`src/rtl/neuron_mac.sv`:
```
// ============================================================================
// Module      : neuron_mac
// Description : Sequential multiply-accumulate neuron. Computes one
//               fixed-point dot product of N_INPUTS activation/weight pairs
//               plus a bias, rescales it to the activation Q format and
//               presents it with a one-cycle mac_done pulse. The pulse feeds
//               the ReLU stage's go input, and data_out feeds its data_in.
// Options     : MAC_SATURATE_EN - when defined, the rescaled result is clamped
//               to the signed ACC_WIDTH range; otherwise the low ACC_WIDTH
//               bits are kept (two's-complement wrap).
// Ports       : clk       - system clock, rising edge
//               reset     - synchronous active-high reset
//               mac_go    - start pulse, honoured only when idle
//               bias      - signed bias (Q.FRAC_BITS), captured with mac_go
//               in_valid  - operand pair valid
//               in_data   - signed activation
//               weight    - signed weight
//               in_ready  - operand pair accepted when in_valid && in_ready
//               busy      - operation in progress
//               data_out  - signed result, held until the next result
//               mac_done  - one-cycle pulse, data_out valid in same cycle
// Revision    : 1.0 - initial release
// ============================================================================
`default_nettype none

module neuron_mac #(
    parameter int DATA_WIDTH = 16,
    parameter int ACC_WIDTH  = 32,
    parameter int N_INPUTS   = 784,
    parameter int FRAC_BITS  = 8
) (
    input  logic                  clk,
    input  logic                  reset,
    input  logic                  mac_go,
    input  logic [ACC_WIDTH-1:0]  bias,
    input  logic                  in_valid,
    input  logic [DATA_WIDTH-1:0] in_data,
    input  logic [DATA_WIDTH-1:0] weight,
    output logic                  in_ready,
    output logic                  busy,
    output logic [ACC_WIDTH-1:0]  data_out,
    output logic                  mac_done
);

    // Accumulator is wide enough for every product sum and for the bias
    // pre-shifted into the product Q format, so it can never overflow.
    localparam int PROD_W    = 2 * DATA_WIDTH;
    localparam int SUM_W     = PROD_W + $clog2(N_INPUTS) + 1;
    localparam int BIAS_W    = ACC_WIDTH + FRAC_BITS + 1;
    localparam int ACC_INT_W = (SUM_W > BIAS_W) ? SUM_W : BIAS_W;
    localparam int CNT_W     = $clog2(N_INPUTS + 1);

    typedef enum logic [1:0] {
        S_IDLE  = 2'd0,
        S_ACCUM = 2'd1,
        S_FINAL = 2'd2
    } state_t;

    state_t                        state_q, state_d;
    logic signed [ACC_INT_W-1:0]   acc_q, acc_d;
    logic [CNT_W-1:0]              cnt_q, cnt_d;
    logic [ACC_WIDTH-1:0]          data_out_q, data_out_d;
    logic                          done_q, done_d;

    logic signed [PROD_W-1:0]      w_prod;
    logic signed [ACC_INT_W-1:0]   w_prod_ext;
    logic signed [ACC_INT_W-1:0]   w_bias_ext;
    logic signed [ACC_INT_W-1:0]   w_shifted;
    logic [ACC_WIDTH-1:0]          w_narrow;
    logic                          w_beat;

    assign w_prod     = $signed(in_data) * $signed(weight);
    assign w_prod_ext = {{(ACC_INT_W - PROD_W){w_prod[PROD_W-1]}}, w_prod};
    // Bias is in result Q format; products carry 2*FRAC_BITS fraction bits.
    assign w_bias_ext = $signed({{(ACC_INT_W - ACC_WIDTH){bias[ACC_WIDTH-1]}}, bias})
                        <<< FRAC_BITS;
    // Arithmetic shift rounds toward negative infinity.
    assign w_shifted  = acc_q >>> FRAC_BITS;

`ifdef MAC_SATURATE_EN
    localparam logic signed [ACC_INT_W-1:0] C_SAT_MAX =
        ACC_INT_W'({1'b0, {(ACC_WIDTH - 1){1'b1}}});
    localparam logic signed [ACC_INT_W-1:0] C_SAT_MIN = ~C_SAT_MAX;

    always_comb begin
        if (w_shifted > C_SAT_MAX) begin
            w_narrow = C_SAT_MAX[ACC_WIDTH-1:0];
        end else if (w_shifted < C_SAT_MIN) begin
            w_narrow = C_SAT_MIN[ACC_WIDTH-1:0];
        end else begin
            w_narrow = w_shifted[ACC_WIDTH-1:0];
        end
    end
`else
    assign w_narrow = ACC_WIDTH'(w_shifted);
`endif

    assign in_ready = (state_q == S_ACCUM);
    assign busy     = (state_q != S_IDLE);
    assign w_beat   = in_valid && in_ready;
    assign data_out = data_out_q;
    assign mac_done = done_q;

    always_comb begin
        state_d    = state_q;
        acc_d      = acc_q;
        cnt_d      = cnt_q;
        data_out_d = data_out_q;
        done_d     = 1'b0;
        case (state_q)
            S_IDLE: begin
                if (mac_go) begin
                    acc_d   = w_bias_ext;
                    cnt_d   = '0;
                    state_d = S_ACCUM;
                end
            end
            S_ACCUM: begin
                if (w_beat) begin
                    acc_d = acc_q + w_prod_ext;
                    cnt_d = cnt_q + CNT_W'(1);
                    if (cnt_q == CNT_W'(N_INPUTS - 1)) begin
                        state_d = S_FINAL;
                    end
                end
            end
            S_FINAL: begin
                data_out_d = w_narrow;
                done_d     = 1'b1;
                state_d    = S_IDLE;
            end
            default: begin
                state_d = S_IDLE;
            end
        endcase
    end

    always_ff @(posedge clk) begin
        if (reset) begin
            state_q    <= S_IDLE;
            acc_q      <= '0;
            cnt_q      <= '0;
            data_out_q <= '0;
            done_q     <= 1'b0;
        end else begin
            state_q    <= state_d;
            acc_q      <= acc_d;
            cnt_q      <= cnt_d;
            data_out_q <= data_out_d;
            done_q     <= done_d;
        end
    end

endmodule

`default_nettype wire
```
`config.mk`:
```
export PLATFORM = sky130hd
export DESIGN_NAME = neuron_mac
export DESIGN_NICKNAME = d
export VERILOG_FILES = /design/src/rtl/neuron_mac.sv
export SDC_FILE = /design/constraint.sdc
export NUM_CORES = 1
export LEC_CHECK = 0
export ABC_AREA = 0
export BUFFER_PORTS_ARGS = -buffer_cell sky130_fd_sc_hd__buf_4
export CAP_MARGIN = 20
export CORE_MARGIN = 1.5
export CORE_UTILIZATION = 60
export CTS_BUF_LIST = sky130_fd_sc_hd__clkbuf_8
export DETAILED_ROUTE_END_ITERATION = 16
export PLACE_DENSITY = 0.77
export SLEW_MARGIN = 10
export SYNTH_ARGS = -nofsm -noshare
export SYNTH_HDL_FRONTEND = slang
export SYNTH_SLANG_ARGS = --single-unit
export TNS_END_PERCENT = 50
```
`constraint.sdc`:
```
create_clock -name clk -period 15.15 [get_ports clk]
set_input_delay 0 -clock clk [delete_from_list [all_inputs] [get_ports clk]]
set_output_delay 0 -clock clk [all_outputs]
set_load 0.02 [all_outputs]
```
Word level (Yosys, flattened, before mapping)
Index checks and enable logic that the tools add are counted.
{"block": "totals", "regBits": 88, "inputBits": 68, "out_inout_bits": 35, "elab_cells": 31}
{"block": "op_classes", "add_sub_neg": 2, "multipliers": 1, "n_eq_ne": 6, "n_mux": 11, "n_reduce_logical": 6}
{"op": "43-bit 2-to-1 mux", "count": 2}
{"op": "43-bit one-hot mux with 2 select lines", "count": 1}
{"op": "43-bit by 32-bit adder with 43-bit output", "count": 1}
{"op": "16-bit by 16-bit multiplier with 32-bit output", "count": 1}
{"op": "10-bit 2-to-1 mux", "count": 2}
{"op": "10-bit one-hot mux with 2 select lines", "count": 1}
{"op": "10-bit by 1-bit adder with 10-bit output (second input constant)", "count": 1}
{"op": "10-bit == test (second input constant)", "count": 1}
{"op": "2-bit 2-to-1 mux", "count": 3}
{"op": "3-bit AND reduction", "count": 2}
{"op": "2-bit by 1-bit != test with 1-bit output (second input constant)", "count": 2}
{"op": "2-bit one-hot mux with 2 select lines", "count": 1}
{"op": "2-bit nonzero test", "count": 2}
{"op": "2-bit by 1-bit == test with 1-bit output (second input constant)", "count": 1}
{"op": "2-bit == test (second input constant)", "count": 1}
{"op": "2-bit logical NOT", "count": 1}
{"op": "2-bit != test (second input constant)", "count": 1}
{"op": "1-bit logical AND", "count": 1}
{"op": "1-bit 2-to-1 mux", "count": 1}

Longest topological paths before layout
Gate-level depths: netlist (run 1).
{"block": "logic_depth", "word_depth": 4, "ltp_mapped": 24}

Worst setup path before layout (run 1)
OpenSTA, ideal clock, no wires.
{"block": "synth_path", "path_type": "input to register", "startpoint": "input port in_data[15]", "endpoint": "register acc_q[38]", "setup_ps": 74, "t_arrival_ps": 5787, "setup_slack_ps": 9288, "path_stages": 23, "path_buffers": 2, "path_cell_list": "clkbuf_1 nand2_1 inv_1 fa_1 fa_1 inv_1 fa_1 inv_1 fa_1 fa_1 inv_1 fa_1 inv_1 ha_1 buf_4 nand3_1 or2_2 nor4b_1 a21oi_2 o21ai_2 a311oi_2 mux2_1 o22ai_2"}
{"block": "synth_between", "elab_chain_len": 4}
{"element": "start, declared", "line_no": "37", "text": "input logic [DATA_WIDTH-1:0] in_data,"}
{"element": "16-bit by 16-bit multiplier with 32-bit output", "line_no": "72", "text": "assign w_prod = $signed(in_data) * $signed(weight);"}
{"element": "43-bit by 32-bit adder with 43-bit output", "line_no": "120", "text": "acc_d = acc_q + w_prod_ext;"}
{"element": "43-bit 2-to-1 mux", "line_no": "119", "text": "if (w_beat) begin"}
{"element": "43-bit one-hot mux with 2 select lines", "line_no": "110", "text": "case (state_q)"}
{"element": "end signal, assigned", "line_no": "141", "text": "acc_q <= '0;"}
{"element": "end signal, assigned", "line_no": "147", "text": "acc_q <= acc_d;"}
{"element": "end, declared", "line_no": "60", "text": "logic signed [ACC_INT_W-1:0] acc_q, acc_d;"}
No other way between the ends. The select of a mux whose other input is x is not followed.
A chain may end at the register's enable or synchronous reset.

Final worst setup path (run 1)
Same ends and word-level chain as after synthesis.

==> reports/metrics.yaml, run 1 <==
status: "finished clean"
dp_hpwl_um: 30500
dp_cells: 2129
yosysSeqAreaShare_pct: 10.9
synth_seq_cells: 85
routed_wl_um: 36600
yosys_warnings: 0
num_antenna_cells: 0
grt_usage_pct: 29.5
hold_viol_final: 0
synth_most_common_cell: "inv_1"
placedInstanceArea_um2: 16600
fp.dieW_um: 165
yosys-top-cells-count: "inv_1, fa_1, nand2_1"
grt_first_pass_wirelength_um: 62900
clkSlewWorstSetupHoldPaths_ps: 90
r2r_cells: 19
synth_area_leader_cell: "fa_1"
slew_headroom_pct: 37.7
drive_gt1_share_pct: 7.75
first_pass_iters: 5
route.detailed.drc: 0
crit_required_ps: 15440
clock_skew_ps: 7.16
synth-edff-count: 0
cts_setup_buffers: 0
grt_overflow: 0
initial_core_util_pct: 61.6
nets: 2354
fin_crit_sh_pct: 39.6
h-tree-depth: 3
ant_nets: 0
clockBufferDepth: 2
hold_depth: 4
worstReg2RegEnd: "acc_q[25]"
r2r_slack_ps: 9610
drv_cap: 0
cp-start-kind: "primary input"
globalplace.congestion: 0.917
finalSetupTns_ps: 0
max_slew.worst_pin.slew_ps: 934
synth_top_area_share_pct: 42.2
die_area_um2: 27100
numCtsBuffers: 9
synth_nets: 2272
final_cells: 2175
clock_latency_ps: 370
min_period_ps: 6010
synth_area_um2: 15700
cts_tree: "built"
std_cell_rows: 58
vias: 11900
clock-sinks: 85
drtIter0Drc: 721
grt_max_degree: 79
async_reset_ff_share_pct: 0
fmax_mhz: 167
synth.avg_cell_area_um2: 8.90
cp.arrival_ps: 6300
io_pins: 103
slew_violations: 0
hold_end: "state_q[0]"
crit_start: "in_data[15]"
avgViaCountPerCell: 5.47
design_area_um2: 17100
synth.area.top_cells: "fa_1, dfxtp_1, inv_1"
hp-start: "in_valid"
area_growth_pct: 9.42
r2r-start: "acc_q[15]"
crit_fanout: 16
postSynthCellCount: 1758
setup_violations: 0
ys.flop_type: "dfxtp_1"
core_region_area_um2: 25400
root_buffer: "clkbuf_8"
rsz0062_at_grt: "no"
portBuffers: 102
hold_class: "in2reg"
worst-setup-path-type: "in2reg"
ys_types: 65
grt_pass1_vias: 12600
wl_per_cell_um: 16.8
die_y_um: 165
antenna_found_initial: 0
worst_setup_path_end_kind: "flop"
-- worst max path at each step --
stage / cells after the start / end
after floorplan: 23 / acc_q[38]
after global placement: 22 / acc_q[38]
after detailed placement: 22 / acc_q[38]
after CTS: 22 / acc_q[38]
after global routing: 23 / acc_q[37]
final: 22 / acc_q[38]
-- what timing repair did --
item                      in CTS  in global routing
hold buffers                  30                  0
gates resized for setup        0                  0
hold endpoints to repair      30                  0
-- registers in the layout, summed over array words and instances (netlist names) --
signal,flops
mac_done,1
acc_q,40
data_out,32
state_q,2
cnt_q,10
-- metal layers --
layer	share of wire [%]	vias up	wire length (µm)	global-route usage (%)
met4	1.5	0	547	5.69
met1	44	5903	16300	42.4
li1	-	5478	-	-
met5	0	-	0	0
met3	7.3	58	2660	3.92
met2	47	468	17100	48.5
-- layout by cell type, fill, tap and decap left out, types with 9 or more instances in the layout --
| cell | n |
|---|---|
| clkbuf_8 | 9 |
| a21o_1 | 16 |
| o21ai_0 | 19 |
| buf_4 | 106 |
| a22oi_1 | 34 |
| xnor2_1 | 26 |
| dlygate4sd3_1 | 30 |
| inv_1 | 419 |
| ha_1 | 116 |
| nand2_1 | 242 |
| fa_1 | 330 |
| nor2_1 | 58 |
| and2_1 | 116 |
| a21oi_1 | 100 |
| dfxtp_1 | 85 |
| nand3_1 | 12 |
| xor2_1 | 17 |
-- cells by family (layout without fill, tap and decap cells) --
kind of cell | count (synthesis) | in the layout | share of synthesized area [%]
buf+inv | 486 | 573 | 11.7
mux | 2 | 2 | 0.136
xor+xnor | 43 | 43 | 2.41
fa+ha+maj | 446 | 446 | 51.5
flops | 85 | 85 | 10.9
compound gates | 223 | 223 | 9.19
simple gates | 473 | 473 | 14.2
-- final cells by class --
cell class / count / area [µm²]
clock buffers: 9 / 124
clock inverters: 7 / 56.3
fillers: 2023 / 8280
inverters: 419 / 1570
multi-input cells: 1187 / 12100
flip-flops and latches: 85 / 1700
well taps: 330 / 413
repair buffers: 138 / 1130
-- stage by stage --
| stage | setup WS (ps) | hold WS, ps | utilization (%) |
|---|---|---|---|
| finish | 9140 | 23.3 | 67.4 |
| floorplan | 9290 | 190 | - |
| global placement | 8930 | 294 | 65.4 |
| CTS | 9150 | 12.2 | 67.4 |
| global route | 8840 | 48.4 | 67.4 |
| detailed placement | 8790 | 296 | 65.5 |
-- critical path: stages --
cell and delay [ps]:
buf_4 170, nand2_1 160, inv_1 80, fa_1 750, fa_1 460, inv_1 330
fa_1 490, inv_1 90, fa_1 400, fa_1 490, inv_1 50, fa_1 490
inv_1 50, ha_1 430, nand3_1 160, or2_2 350, nor4b_1 320, a21oi_2 150
o21ai_2 260, a311oi_2 140, mux2_1 340, o22ai_2 110
Power of run 1 is not shown: default switching activity piles up to over one toggle a cycle in this logic, so the estimate is an artifact.
==> inputs of run 2 (changes only) <==
==> constraint.sdc (replaced) <==
create_clock -name clk -period 5.82 [get_ports clk]
set_input_delay 0 -clock clk [delete_from_list [all_inputs] [get_ports clk]]
set_output_delay 0 -clock clk [all_outputs]
set_load 0.02 [all_outputs]
==> reports/metrics.yaml, run 2 (synthesis gave the netlist of run 1 again) <==
crit_chain: "buf_4 -> nand2_1 -> inv_1 -> fa_1 -> fa_1 -> inv_1 -> fa_1 -> inv_1 -> fa_1 -> fa_1 -> inv_1 -> fa_1 -> inv_1 -> ha_1 -> nand2_1 -> or2_2 -> nor4b_1 -> a21oi_2 -> o21ai_2 -> a311oi_2 -> mux2_1 -> o22ai_2"  # was buf_4 -> nand2_1 -> inv_1 -> fa_1 -> fa_1 -> inv_1 -> fa_1 -> inv_1 -> fa_1 -> fa_1 -> inv_1 -> fa_1 -> inv_1 -> ha_1 -> nand3_1 -> or2_2 -> nor4b_1 -> a21oi_2 -> o21ai_2 -> a311oi_2 -> mux2_1 -> o22ai_2
dp_cells: 2207  # was 2129
fp.dieW_um: 165  # unchanged
area_growth_pct: 13.7  # was 9.42%
grt_pass1_vias: 13000  # was 12600
crit_family: "adder cells"  # unchanged
path_buf_inv: 6  # unchanged
die_y_um: 165  # unchanged
clock_latency_ps: 370  # about the same
grt_usage_pct: 30.1  # was 29.5%
mostFrequentLayoutCell: "inv_1"  # unchanged
route.detailed.drc: 0  # unchanged
vias: 12300  # was 11900
top_register: "acc_q"  # unchanged
hold_depth: 3  # was 4
io_pins: 103  # unchanged
worstReg2RegEnd: "acc_q[38]"  # was acc_q[25]
portBuffers: 102  # unchanged
drv_cap: 0  # unchanged
layout_common_cells: "inv_1, fa_1, nand2_1"  # unchanged
die_area_um2: 27100  # unchanged
cpMostUsedCell: "fa_1"  # unchanged
first_pass_iters: 5  # unchanged
r2r_slack_ps: 350  # was 9610 ps
antenna_found_initial: 0  # unchanged
setup_violations: 0  # unchanged
clockBufferDepth: 2  # unchanged
fin_crit_sh_pct: 96.0
avgViaCountPerCell: 5.44  # was 5.47
clock-sinks: 85  # unchanged
hold_viol_final: 0  # unchanged
num_antenna_cells: 0  # unchanged
min_period_ps: 5590
crit_cells: 22  # unchanged
hold_class: "in2reg"  # unchanged
hp-start: "bias[10]"  # was in_valid
drive_gt1_share_pct: 11.7  # was 7.75%
crit_start: "weight[1]"  # was in_data[15]
routed_wl_um: 37800  # was 36600 µm
worst-setup-path-type: "in2reg"  # unchanged
h-tree-depth: 3  # unchanged
rsz0062_at_grt: "yes"  # was no
clock_skew_ps: 8.70  # was 7.16 ps
clkSlewWorstSetupHoldPaths_ps: 90  # about the same
grt_max_degree: 79  # unchanged
largest_reg_flops: 40  # unchanged
max_slew.worst_pin.slew_ps: 823  # was 934 ps
dp_hpwl_um: 31700  # was 30500 µm
max_stage_delay_ps: 560  # was 750 ps
nets: 2432  # was 2354
slew_violations: 0  # unchanged
worst_setup_path_end_kind: "flop"  # unchanged
cts_setup_buffers: 0  # unchanged
grt_overflow: 0  # unchanged
globalplace.congestion: 0.944  # was 0.917
core_region_area_um2: 25400  # unchanged
wl_per_cell_um: 16.8  # about the same
fillers: 1933  # was 2023
cp.arrival_ps: 5890  # was 6300 ps
crit_fanout: 16  # unchanged
grt_first_pass_wirelength_um: 63900  # was 62900 µm
slew_headroom_pct: 45.1  # was 37.7%
r2r_cells: 19  # unchanged
drtIter0Drc: 848  # was 721
numCtsBuffers: 9  # unchanged
crit_required_ps: 6120  # was 15440 ps
hold_end: "acc_q[18]"  # was state_q[0]
fmax_mhz: 179
final_cells: 2253  # was 2175
initial_core_util_pct: 61.6  # unchanged
crit_slowest_cell: "fa_1"  # unchanged
status: "finished clean"  # unchanged
cp-start-kind: "primary input"  # unchanged
std_cell_rows: 58  # unchanged
ant_nets: 0  # unchanged
r2r-start: "acc_q[15]"  # unchanged
root_buffer: "clkbuf_8"  # unchanged
cts_tree: "built"  # unchanged
-- run 2: cell types whose count changed in the layout (fill, tap and decap cells not counted), moves of 2 or more --
cell,before,now
buf_4,106,183
buf_12,0,4
buf_8,2,0
clkinv_4,2,0
-- run 2: through the flow --
step                cell area, µm²  hold WS (ps)  TNS [ps]  util, %  worst slack (ps)
CTS                          17700          4.78         0     69.9               169
finish                       17800          19.4         0     70.0               231
floorplan                    15700           190         0        -              4.98
global placement             17300           288      -403     67.9              -120
detailed placement           17300           294     -1120     67.9              -229
global route                 17800          26.9     -26.0     70.0             -26.0
-- run 2: final cells by class --
type | count | area, µm² | area share (%)
Clock buffer | 9 | 124 | 0.696
Clock inverter | 7 | 80.1 | 0.450
Inverter | 419 | 1570 | 8.84
Multi-Input combinational cell | 1187 | 12200 | 68.3
Sequential cell | 85 | 1700 | 9.57
Tap cell | 330 | 413 | 2.32
Timing Repair Buffer | 216 | 1740 | 9.81
-- run 2: worst max-delay path by stage --
stage	slack, ps	endpoint
floorplan	5	acc_q[38]
global placement	-120	acc_q[22]
detailed placement	-230	acc_q[37]
CTS	170	acc_q[37]
global route	-30	acc_q[38]
finish	230	acc_q[38]
-- run 2: repair_timing --
item | 4_1_cts | 5_1_grt
endpoints found under the hold margin | 29 | 0
resized for setup | 0 | 5
hold buffers | 29 | 0
setup endpoints to repair | 0 | 6
-- run 2: tightest hold or removal path, stage by stage --
cell     delay (ps)
buf_4            80
a22oi_1         110
a21oi_1         160
-- run 2: per-layer routing --
| layer | vias to the layer above | track usage (%) | wire, µm |
|---|---|---|---|
| li1 | 5622 | - | - |
| met5 | - | 0 | 0 |
| met1 | 6164 | 42.3 | 16300 |
| met3 | 45 | 4.52 | 2690 |
| met2 | 428 | 50.0 | 18200 |
| met4 | 0 | 6.18 | 566 |
Power of run 2 is left out for the same reason.
==> inputs of run 3 (changes only) <==
--- a/config.mk
+++ b/config.mk
@@ -8,6 +8,7 @@
 export ABC_AREA = 0
 export BUFFER_PORTS_ARGS = -buffer_cell sky130_fd_sc_hd__buf_4
 export CAP_MARGIN = 20
+export CORE_ASPECT_RATIO = 0.7
 export CORE_MARGIN = 1.5
 export CORE_UTILIZATION = 60
 export CTS_BUF_LIST = sky130_fd_sc_hd__clkbuf_8
==> reports/metrics.yaml, run 3 (synthesis gave the netlist of run 1 again) <==
dp_hpwl_um: 33200  # was 31700 µm
endpoint: "acc_q[38]"  # unchanged
layout_common_cells: "inv_1, fa_1, nand2_1"  # unchanged
nets: 2457  # was 2432
portBuffers: 102  # unchanged
r2r-start: "acc_q[15]"  # unchanged
hold_viol_final: 0  # unchanged
r2r_slack_ps: 370  # was 350 ps
mostFrequentLayoutCell: "inv_1"  # unchanged
slew_violations: 0  # unchanged
clock_skew_ps: 9.80  # was 8.70 ps
max_slew.worst_pin.slew_ps: 840  # was 823 ps
grt_max_degree: 79  # unchanged
clock-sinks: 85  # unchanged
wl_per_cell_um: 17.6  # was 16.8 µm
drv_cap: 0  # unchanged
grt_pass1_vias: 13300  # was 13000
crit_required_ps: 6120  # about the same
avgViaCountPerCell: 5.45  # was 5.44
worstReg2RegEnd: "acc_q[31]"  # was acc_q[38]
clock_latency_ps: 380  # was 370 ps
status: "finished clean"  # unchanged
drtIter0Drc: 845  # was 848
hold_class: "in2reg"  # unchanged
fin_crit_sh_pct: 96.7  # was 96.0%
initial_core_util_pct: 61.1  # was 61.6%
clkSlewWorstSetupHoldPaths_ps: 100  # was 90 ps
h-tree-depth: 3  # unchanged
cp-start-kind: "primary input"  # unchanged
first_pass_iters: 7  # was 5
setup_violations: 0  # unchanged
globalplace.congestion: 0.909  # was 0.944
route.detailed.drc: 0  # unchanged
slew_headroom_pct: 44.0  # was 45.1%
crit_fanout: 9  # was 16
std_cell_rows: 49  # was 58
rsz0062_at_grt: "yes"  # unchanged
die_area_um2: 27100  # about the same
worst_setup_path_end_kind: "flop"  # unchanged
grt_first_pass_wirelength_um: 67200  # was 63900 µm
area_growth_pct: 15.3  # was 13.7%
die_y_um: 138  # was 165 µm
grt_usage_pct: 31.5  # was 30.1%
top_register: "acc_q"  # unchanged
cts_tree: "built"  # unchanged
crit_slowest_cell: "fa_1"  # unchanged
routed_wl_um: 40000  # was 37800 µm
drive_gt1_share_pct: 13.5  # was 11.7%
numCtsBuffers: 9  # unchanged
clockBufferDepth: 2  # unchanged
vias: 12400  # was 12300
min_period_ps: 5630  # was 5590 ps
hold_depth: 4  # was 3
fin_util_pct: 70.4  # was 70.0%
max_stage_delay_ps: 580  # was 560 ps
crit_chain: "buf_4 -> nand2_1 -> inv_1 -> fa_1 -> fa_1 -> clkinvlp_4 -> buf_6 -> fa_1 -> inv_1 -> fa_2 -> fa_1 -> inv_1 -> fa_1 -> inv_1 -> ha_1 -> nand3_1 -> or2_2 -> nor4b_2 -> buf_4 -> a21oi_2 -> o21ai_2 -> a311oi_2 -> mux2_1 -> o22ai_2"  # was buf_4 -> nand2_1 -> inv_1 -> fa_1 -> fa_1 -> inv_1 -> fa_1 -> inv_1 -> fa_1 -> fa_1 -> inv_1 -> fa_1 -> inv_1 -> ha_1 -> nand2_1 -> or2_2 -> nor4b_1 -> a21oi_2 -> o21ai_2 -> a311oi_2 -> mux2_1 -> o22ai_2
root_buffer: "clkbuf_8"  # unchanged
core_region_area_um2: 25600  # was 25400 µm²
cp.arrival_ps: 5930  # was 5890 ps
fp.dieW_um: 196  # was 165 µm
grt_overflow: 0  # unchanged
io_pins: 103  # unchanged
cpMostUsedCell: "fa_1"  # unchanged
ant_nets: 0  # unchanged
largest_reg_flops: 40  # unchanged
antenna_found_initial: 0  # unchanged
worst-setup-path-type: "in2reg"  # unchanged
fmax_mhz: 178  # was 179 MHz
r2r_cells: 21  # was 19
crit_start: "in_data[15]"  # was weight[1]
-- run 3: changes by cell type in the layout (fill, tap and decap cells not counted), moves of 2 or more --
cell,before,now
ha_1,116,113
buf_4,183,206
ha_4,0,2
clkinvlp_4,1,3
buf_6,0,2
a21oi_1,100,97
a21oi_2,1,4
-- run 3: worst max-delay path: cells and delay by family --
kind | cells | cell delay [ps]
compound gates | 4 | 550
fa+ha+maj | 7 | 3310
buf+inv | 8 | 980
mux | 1 | 340
simple gates | 4 | 730
-- run 3: repair_timing --
action,4_1_cts,5_1_grt
endpoints found under the hold margin,30,0
setup buffers,0,2
resized for setup,0,19
endpoints found under the setup margin,0,6
hold buffers,30,0
-- run 3: metal layers --
layer	track usage, %	vias up	share of wire, %
li1	-	5681	-
met1	45.1	6188	44
met2	50.3	478	46
met3	6.42	75	8.0
met4	6.03	0	1.8
met5	0	-	0
-- run 3: worst min path at each step --
stage	from	slack, ps	to
2_1_floorplan	bias[16]	190	acc_q[24]
3_3_place_gp	bias[20]	300	acc_q[28]
6_report	in_valid	20	state_q[0]
4_1_cts	in_valid	10	state_q[0]
5_1_grt	in_valid	40	state_q[0]
3_5_place_dp	bias[13]	300	acc_q[21]
-- run 3: stage by stage --
step / setup slack, ps / std cells / area, µm² / setup TNS [ps] / hold WS [ps]
after floorplan: 4.98 / 1758 / 15700 / 0 / 190
after CTS: 190 / 2277 / 17900 / 0 / 9.75
after detailed placement: -161 / 2231 / 17400 / -798 / 300
after global placement: -86.1 / 2231 / 17400 / -198 / 295
final: 194 / 2280 / 18000 / 0 / 17.1
after global routing: -19.6 / 2279 / 18000 / -28.4 / 35.1
-- run 3: final cells by class --
| type | count | area [µm²] |
|---|---|---|
| multi-input cells | 1187 | 12200 |
| fillers | 1992 | 7590 |
| repair buffers | 241 | 1930 |
| flip-flops and latches | 85 | 1700 |
| inverters | 419 | 1580 |
| well taps | 331 | 414 |
| clock buffers | 9 | 124 |
| clock inverters | 7 | 63.8 |
| diodes | 1 | 2.50 |
Power of run 3 is left out for the same reason.
